### src/rtl/imm_pkg.sv
// Shared types and field positions for the LEGv8 immediate generator.
// The S1 payload carries a 26-bit field already extended within its own width.
package imm_pkg;

  typedef enum logic [2:0] {
    FMT_I  = 3'd0,
    FMT_D  = 3'd1,
    FMT_B  = 3'd2,
    FMT_CB = 3'd3,
    FMT_IW = 3'd4
  } imm_fmt_t;

  localparam int FIELD_W = 26;
  localparam int SHAMT_W = 6;

  localparam int I_MSB  = 21;
  localparam int I_LSB  = 10;
  localparam int D_MSB  = 20;
  localparam int D_LSB  = 12;
  localparam int B_MSB  = 25;
  localparam int B_LSB  = 0;
  localparam int CB_MSB = 23;
  localparam int CB_LSB = 5;
  localparam int IW_MSB = 20;
  localparam int IW_LSB = 5;
  localparam int HW_MSB = 22;
  localparam int HW_LSB = 21;

  localparam int I_W  = I_MSB - I_LSB + 1;
  localparam int D_W  = D_MSB - D_LSB + 1;
  localparam int CB_W = CB_MSB - CB_LSB + 1;
  localparam int IW_W = IW_MSB - IW_LSB + 1;

  typedef struct packed {
    logic [FIELD_W-1:0] field;
    logic               sext;
    logic [SHAMT_W-1:0] shamt;
    logic               illegal;
  } imm_s1_t;

endpackage

### src/rtl/imm_field_extract.sv
// Combinational field extraction: picks the immediate bits for the selected
// format and resolves the final shift amount ahead of the S1 register.
module imm_field_extract
  import imm_pkg::*;
#(
  parameter bit SHIFT_BR = 1'b1
) (
  input  logic [31:0] instr,
  input  logic [2:0]  fmt,
  output imm_s1_t     payload
);

  localparam logic [SHAMT_W-1:0] BR_SHAMT = SHIFT_BR ? 6'd2 : 6'd0;

  logic unused_hi;
  assign unused_hi = ^instr[31:26];

  // Narrow signed fields are pre-extended to 26 bits so S2 only looks at bit 25.
  always_comb begin
    payload = '0;
    case (fmt)
      FMT_I: begin
        payload.field = {{(FIELD_W-I_W){1'b0}}, instr[I_MSB:I_LSB]};
      end
      FMT_D: begin
        payload.field = {{(FIELD_W-D_W){instr[D_MSB]}}, instr[D_MSB:D_LSB]};
        payload.sext  = 1'b1;
      end
      FMT_B: begin
        payload.field = instr[B_MSB:B_LSB];
        payload.sext  = 1'b1;
        payload.shamt = BR_SHAMT;
      end
      FMT_CB: begin
        payload.field = {{(FIELD_W-CB_W){instr[CB_MSB]}}, instr[CB_MSB:CB_LSB]};
        payload.sext  = 1'b1;
        payload.shamt = BR_SHAMT;
      end
      FMT_IW: begin
        payload.field = {{(FIELD_W-IW_W){1'b0}}, instr[IW_MSB:IW_LSB]};
        payload.shamt = {instr[HW_MSB:HW_LSB], 4'b0000};
      end
      default: begin
        payload.illegal = 1'b1;
      end
    endcase
  end

endmodule

### src/rtl/imm_extend_pipe.sv
// Two-stage immediate generator: S1 registers the extracted field, S2 extends
// and shifts to OUT_W and drives the registered outputs.
module imm_extend_pipe
  import imm_pkg::*;
#(
  parameter int OUT_W    = 64,
  parameter bit SHIFT_BR = 1'b1
) (
  input  logic             clk,
  input  logic             reset,
  input  logic             in_valid,
  input  logic [31:0]      instr,
  input  logic [2:0]       fmt,
  input  logic             stall,
  input  logic             flush,
  output logic [OUT_W-1:0] imm,
  output logic             imm_valid,
  output logic             fmt_err
);

  imm_s1_t          s1_next;
  imm_s1_t          s1_q;
  logic             s1_v;
  logic             s2_v;
  logic [OUT_W-1:0] ext;
  logic [OUT_W-1:0] imm_next;

  imm_field_extract #(.SHIFT_BR(SHIFT_BR)) u_extract (
    .instr  (instr),
    .fmt    (fmt),
    .payload(s1_next)
  );

  // Shifting in OUT_W bits drops anything pushed past the MSB, e.g. IW hw=2/3 at 32 bits.
  always_comb begin
    ext      = {{(OUT_W-FIELD_W){s1_q.sext & s1_q.field[FIELD_W-1]}}, s1_q.field};
    imm_next = s1_q.illegal ? '0 : (ext << s1_q.shamt);
  end

  always_ff @(posedge clk) begin
    if (!reset) begin
      s1_v    <= 1'b0;
      s2_v    <= 1'b0;
      imm     <= '0;
      fmt_err <= 1'b0;
    end else if (flush) begin
      s1_v    <= 1'b0;
      s2_v    <= 1'b0;
      fmt_err <= 1'b0;
    end else if (!stall) begin
      s1_v <= in_valid;
      if (in_valid) begin
        s1_q <= s1_next;
      end
      s2_v <= s1_v;
      // imm keeps its last value across bubbles; fmt_err must not outlive its result.
      if (s1_v) begin
        imm     <= imm_next;
        fmt_err <= s1_q.illegal;
      end else begin
        fmt_err <= 1'b0;
      end
    end
  end

  assign imm_valid = s2_v;

endmodule

### config.mk
export PLATFORM = sky130hd
export DESIGN_NAME = imm_extend_pipe
export DESIGN_NICKNAME = d
export VERILOG_FILES = /design/src/rtl/imm_pkg.sv /design/src/rtl/imm_field_extract.sv /design/src/rtl/imm_extend_pipe.sv
export SDC_FILE = /design/constraint.sdc
export NUM_CORES = 1
export LEC_CHECK = 0
export BUFFER_PORTS_ARGS = -buffer_cell sky130_fd_sc_hd__buf_4
export CAP_MARGIN = 10
export CORE_MARGIN = 4
export CORE_UTILIZATION = 58
export CTS_CLUSTER_SIZE = 8
export DETAILED_ROUTE_END_ITERATION = 10
export GPL_TIMING_DRIVEN = 0
export MAX_ROUTING_LAYER = met4
export PLACE_DENSITY = 0.83
export REMOVE_ABC_BUFFERS = 1
export SLEW_MARGIN = 20
export SYNTH_ARGS = -nofsm -noshare
export SYNTH_HDL_FRONTEND = slang
export SYNTH_SLANG_ARGS = --single-unit
### constraint.sdc
create_clock -name clk -period 4.4 [get_ports clk]
set_input_delay 0 -clock clk [delete_from_list [all_inputs] [get_ports clk]]
set_output_delay 0 -clock clk [all_outputs]
set_load 0.01 [all_outputs]
# Word level (Yosys, flattened, before mapping)
# Cells that the tools add are included.
dict set report classes {
  n_shift 1
  reduce_logical 7
  mux 6
  bitwise_logic 4
  eq_ne 4
}
# operator count
set op_table {}
lappend op_table {{$pmux 26 s5} 1}
lappend op_table {{$mux 64} 1}
lappend op_table {{$shl 64x6->64} 1}
lappend op_table {{$pmux 6 s2} 1}
lappend op_table {{$eq 3x2->1 const B} 2}
lappend op_table {{$reduce_or 5->1} 1}
lappend op_table {{$reduce_and 4->1} 1}
lappend op_table {{$reduce_or 2->1} 2}
lappend op_table {{$eq 3x1->1 const B} 1}
lappend op_table {{$eq 3x3->1 const B} 1}
lappend op_table {{$logic_not 3->1} 1}
lappend op_table {{$mux 1} 3}
lappend op_table {{$not 1->1} 3}
lappend op_table {{$reduce_and 3->1} 1}
lappend op_table {{$reduce_or 3->1} 1}
lappend op_table {{$and 1x1->1} 1}
dict set report totals {
  word_cells 30
  reg_bits 101
  input_bits 40
  out_inout_bits 66
}

# Logic depth before layout (Yosys ltp)
dict set report logic_depth {
  ltp_word 3
  ltp_mapped 7
  depth_no_buf 4
}

# Hierarchy
# From an unflattened synthesis, not the netlist that was laid out.
dict set report hier_totals {
  hier_cells 737
  hier_area_um2 7078.0
}
# mod n_inst cells_each seq_area_each_um2 area_each_um2
set by_module_without_submodules {}
lappend by_module_without_submodules {imm_extend_pipe 1 618 2362.3 6188.4}
lappend by_module_without_submodules {imm_field_extract 1 119 0.0 889.6}

# Worst setup path before layout
# OpenSTA, ideal clock, no wires.
dict set report synth_timing {
  path_type {input-to-reg}
  from {input port flush}
  to {register s1_q, in the netlist ext[0], enable pin}
  path_slack_ps 2385
  arrival_time_ps 1596
  stages 3
  required_time_ps 3981
  path_buffers 1
  setup_ps 419
  path_cell_list {nand2b_1 -> buf_2 -> nor2_1}
}
dict set report synth_via {
  elab_chain_len 2
}
# item line_no
set synth_lines {}
lappend synth_lines {{from (decl)} imm_extend_pipe.sv:15} ;# input logic flush,
lappend synth_lines {{$not 1->1 (no source line)} --}
lappend synth_lines {{$reduce_and 4->1 (no source line)} --}
lappend synth_lines {{to (signal assigned)} imm_extend_pipe.sv:53} ;# s1_q <= s1_next;
lappend synth_lines {{to (decl)} imm_extend_pipe.sv:22} ;# imm_s1_t s1_q;
# No other way between the ends.
# A chain may end at the register's enable or synchronous reset.

# Worst setup path in the final report
dict set report layout_timing {
  from {register s1_q[6] (netlist name)}
  to {register imm[3]}
}
dict set report layout_via {
  elab_chain_len 2
}
# item line_no
set layout_lines {}
lappend layout_lines {{$shl 64x6->64} imm_extend_pipe.sv:37} ;# imm_next = s1_q.illegal ? '0 : (ext << s1_q.shamt);
lappend layout_lines {{$mux 64} imm_extend_pipe.sv:37}
lappend layout_lines {{to (signal assigned)} imm_extend_pipe.sv:58} ;# imm <= imm_next;
lappend layout_lines {{to (decl)} imm_extend_pipe.sv:16} ;# output logic [OUT_W-1:0] imm,
# No other way between the ends.

==> results.sh <==
export IMPL_outcome="finished, final reports clean"
export IMPL_die_x_um=98.2
export IMPL_dp_hpwl_um=8600
export IMPL_synth_edf_count=31
export IMPL_tightest_slew_ns=1.08
export IMPL_worst_hold_path_type="in -> reg"
export IMPL_grt_max_degree=42
export IMPL_vias=4049
export IMPL_total_power_uw=1660
export IMPL_cts_tree="done"
export IMPL_critPathBufInv=0
export IMPL_tns_ns=0
export IMPL_leakagePower_uw=0.00238
export IMPL_via_per_inst=6.03
export IMPL_holdWs_ns=0.0123
export IMPL_clockRootBuffer="clkbuf_8"
export IMPL_critPathRequiredTime_ns=4.67
export IMPL_synth_avg_cell_area_um2=9.78
export IMPL_initial_core_util_pct=60.5
export IMPL_cts_reportedPaths_clkPinSlew_ns=0.09
export IMPL_cts_setup_buffers=0
export IMPL_fin_skew_ns=0.0151
export IMPL_critical_path_startpoint_type="flop"
export IMPL_die_area_um2=9650
export IMPL_synth_top_flop_cell="dfxtp_1"
export IMPL_netlist_area_um2=4720
export IMPL_io_pins=106
export IMPL_syn2layout_area_growth_pct=21.3
export IMPL_gp_congestion=0.880
export IMPL_design_area_um2=5730
export IMPL_drive_gt1_share_pct=27.4
export IMPL_synth_area_leader_cell="dfxtp_1"
export IMPL_fin_crit_sh_pct=57.8
export IMPL_synth_area_top_cells="dfxtp_1 28%, edfxtp_1 20%, nand2_1 4.8%"
export IMPL_power_density_nw_per_um2=290
export IMPL_grt_remaining_overflow=0
export IMPL_crit_cells=3
export IMPL_fp_coreArea_um2=7810
export IMPL_min_period_ns=2.54
export IMPL_grt_antenna_before_repair=0
export IMPL_crit_family="simple AND/OR/NAND/NOR gates"
export IMPL_dieHeight_um=98.2
export IMPL_drt_iter0_drc=230
export IMPL_htreeDepth=3
export IMPL_setup_viol=0
export IMPL_wl_per_cell_um=17.1
export IMPL_ant_nets=0
export IMPL_insertion_delay_ns=0.36
export IMPL_synthDistinctLibCells=51
export IMPL_drc_errors=0
export IMPL_slew_headroom_pct=27.8
export IMPL_cts_resized_gates=0
export IMPL_irDropWorstVdd_v=0.000154
export IMPL_grt_pass1_vias=3792
export IMPL_cp_slowest_stage_delay_ns=1.03
export IMPL_synth_most_common_cell="dfxtp_1"
export IMPL_cts_made_buffers=9
export IMPL_rows=32
export IMPL_nets=605
export IMPL_yosys_warnings=0
export IMPL_grt_first_pass_wirelength_um=18900
export IMPL_ys_seq_area_share_pct=48.1
export IMPL_slew_violations=0
export IMPL_critPathArrivalTime_ns=2.82
export IMPL_cap_violations=0
export IMPL_synth_common_cells="67 x dfxtp_1, 61 x nand2_1, 45 x a21oi_1"
export IMPL_asyncSetResetFlopFracSynth_pct=0
export IMPL_syn_inst=483
export IMPL_wirelength_um=11500
export IMPL_grt_use_total_pct=24.4
export IMPL_ys_seq_elements=98
export IMPL_cp_slowest_cell="nor4_4"
export IMPL_cts_buffer_depth=2
export IMPL_place_area_um2=5480
export IMPL_timing_final_hold_violations=0
export IMPL_crit_chain="nor4_4, nand2_2, o21ai_0"
export IMPL_firstDrtPassIters=5
export IMPL_portBuffers=99
export IMPL_crit_type="reg -> reg"
export IMPL_max_freq_mhz=393
export IMPL_cts_sinks=98
export IMPL_path_max_fanout=19
export IMPL_rsz0062_at_grt="no"
export IMPL_worst_setup_path_end_kind="flop"
export IMPL_reg2reg_depth=3
export IMPL_ctsHoldBuffers=5
export IMPL_antenna_cells=0
export IMPL_synth_top_area_share_pct=28.4
export IMPL_min_path_cells=2
-- cell type report --
| cell class | instances | area (um2) |
|---|---|---|
| flip-flops and latches | 98 | 2270 |
| repair buffers | 108 | 876 |
| well taps | 102 | 128 |
| fillers | 568 | 2080 |
| multi-input cells | 340 | 2240 |
| clock inverters | 3 | 21.3 |
| inverters | 8 | 30.0 |
| clock buffers | 13 | 159 |
-- report_power, final --
part / total (uW) / switching [uW] / internal [uW]
Clock: 531 / 292 / 239
Sequential: 956 / 11.7 / 944
Combinational: 171 / 95.7 / 75.5
Total: 1660 / 400 / 1260
-- through the flow --
step	worst slack [ns]	cells	utilization [%]
floorplan	2.29	446	-
global placement	1.74	647	69.3
detailed placement	1.71	650	70.2
CTS	1.69	671	73.2
global route	1.64	672	73.4
finish	1.86	672	73.4
-- kinds of logic after synthesis --
logic type | synth area share [%]
multiplexers | 9.72
flip-flops | 48.1
AO/OA/AOI/OAI | 23.3
buffers and inverters | 4.56
AND/OR/NAND/NOR | 14.3
-- state kept, by name (all words and copies together), names as in the netlist --
name and cells:
s1_q 5, ext 26, imm 64, imm_valid 1, s1_v 1, fmt_err 1
-- metal layers --
| layer | part of all wire, % | track usage (%) |
|---|---|---|
| met5 | 0 | - |
| met4 | 1.6 | 7.35 |
| met3 | 6.8 | 3.64 |
| met2 | 48 | 39.4 |
| met1 | 43 | 32.1 |
-- layout by cell type (no fill, tap or decap), types with 8 or more instances in the layout --
cell type,n
mux2_2,9
a21boi_0,8
o21ai_2,10
dfxtp_1,67
buf_4,99
clkbuf_8,11
mux2i_1,20
a22o_1,24
o21ai_0,40
nand2_1,61
and2_1,9
nand2b_1,13
a21oi_1,45
nor2_1,25
edfxtp_1,31
-- worst paths after layout --
path                            startpoint      end  slack, ns
worst min-delay path              instr[6]   ext[1]       0.01
worst max-delay path               s1_q[6]   imm[3]       1.86
worst min register to register     imm[32]  imm[32]       0.45
worst max register to register     s1_q[6]   imm[3]       1.86
Power figures use the tool's default switching activity.
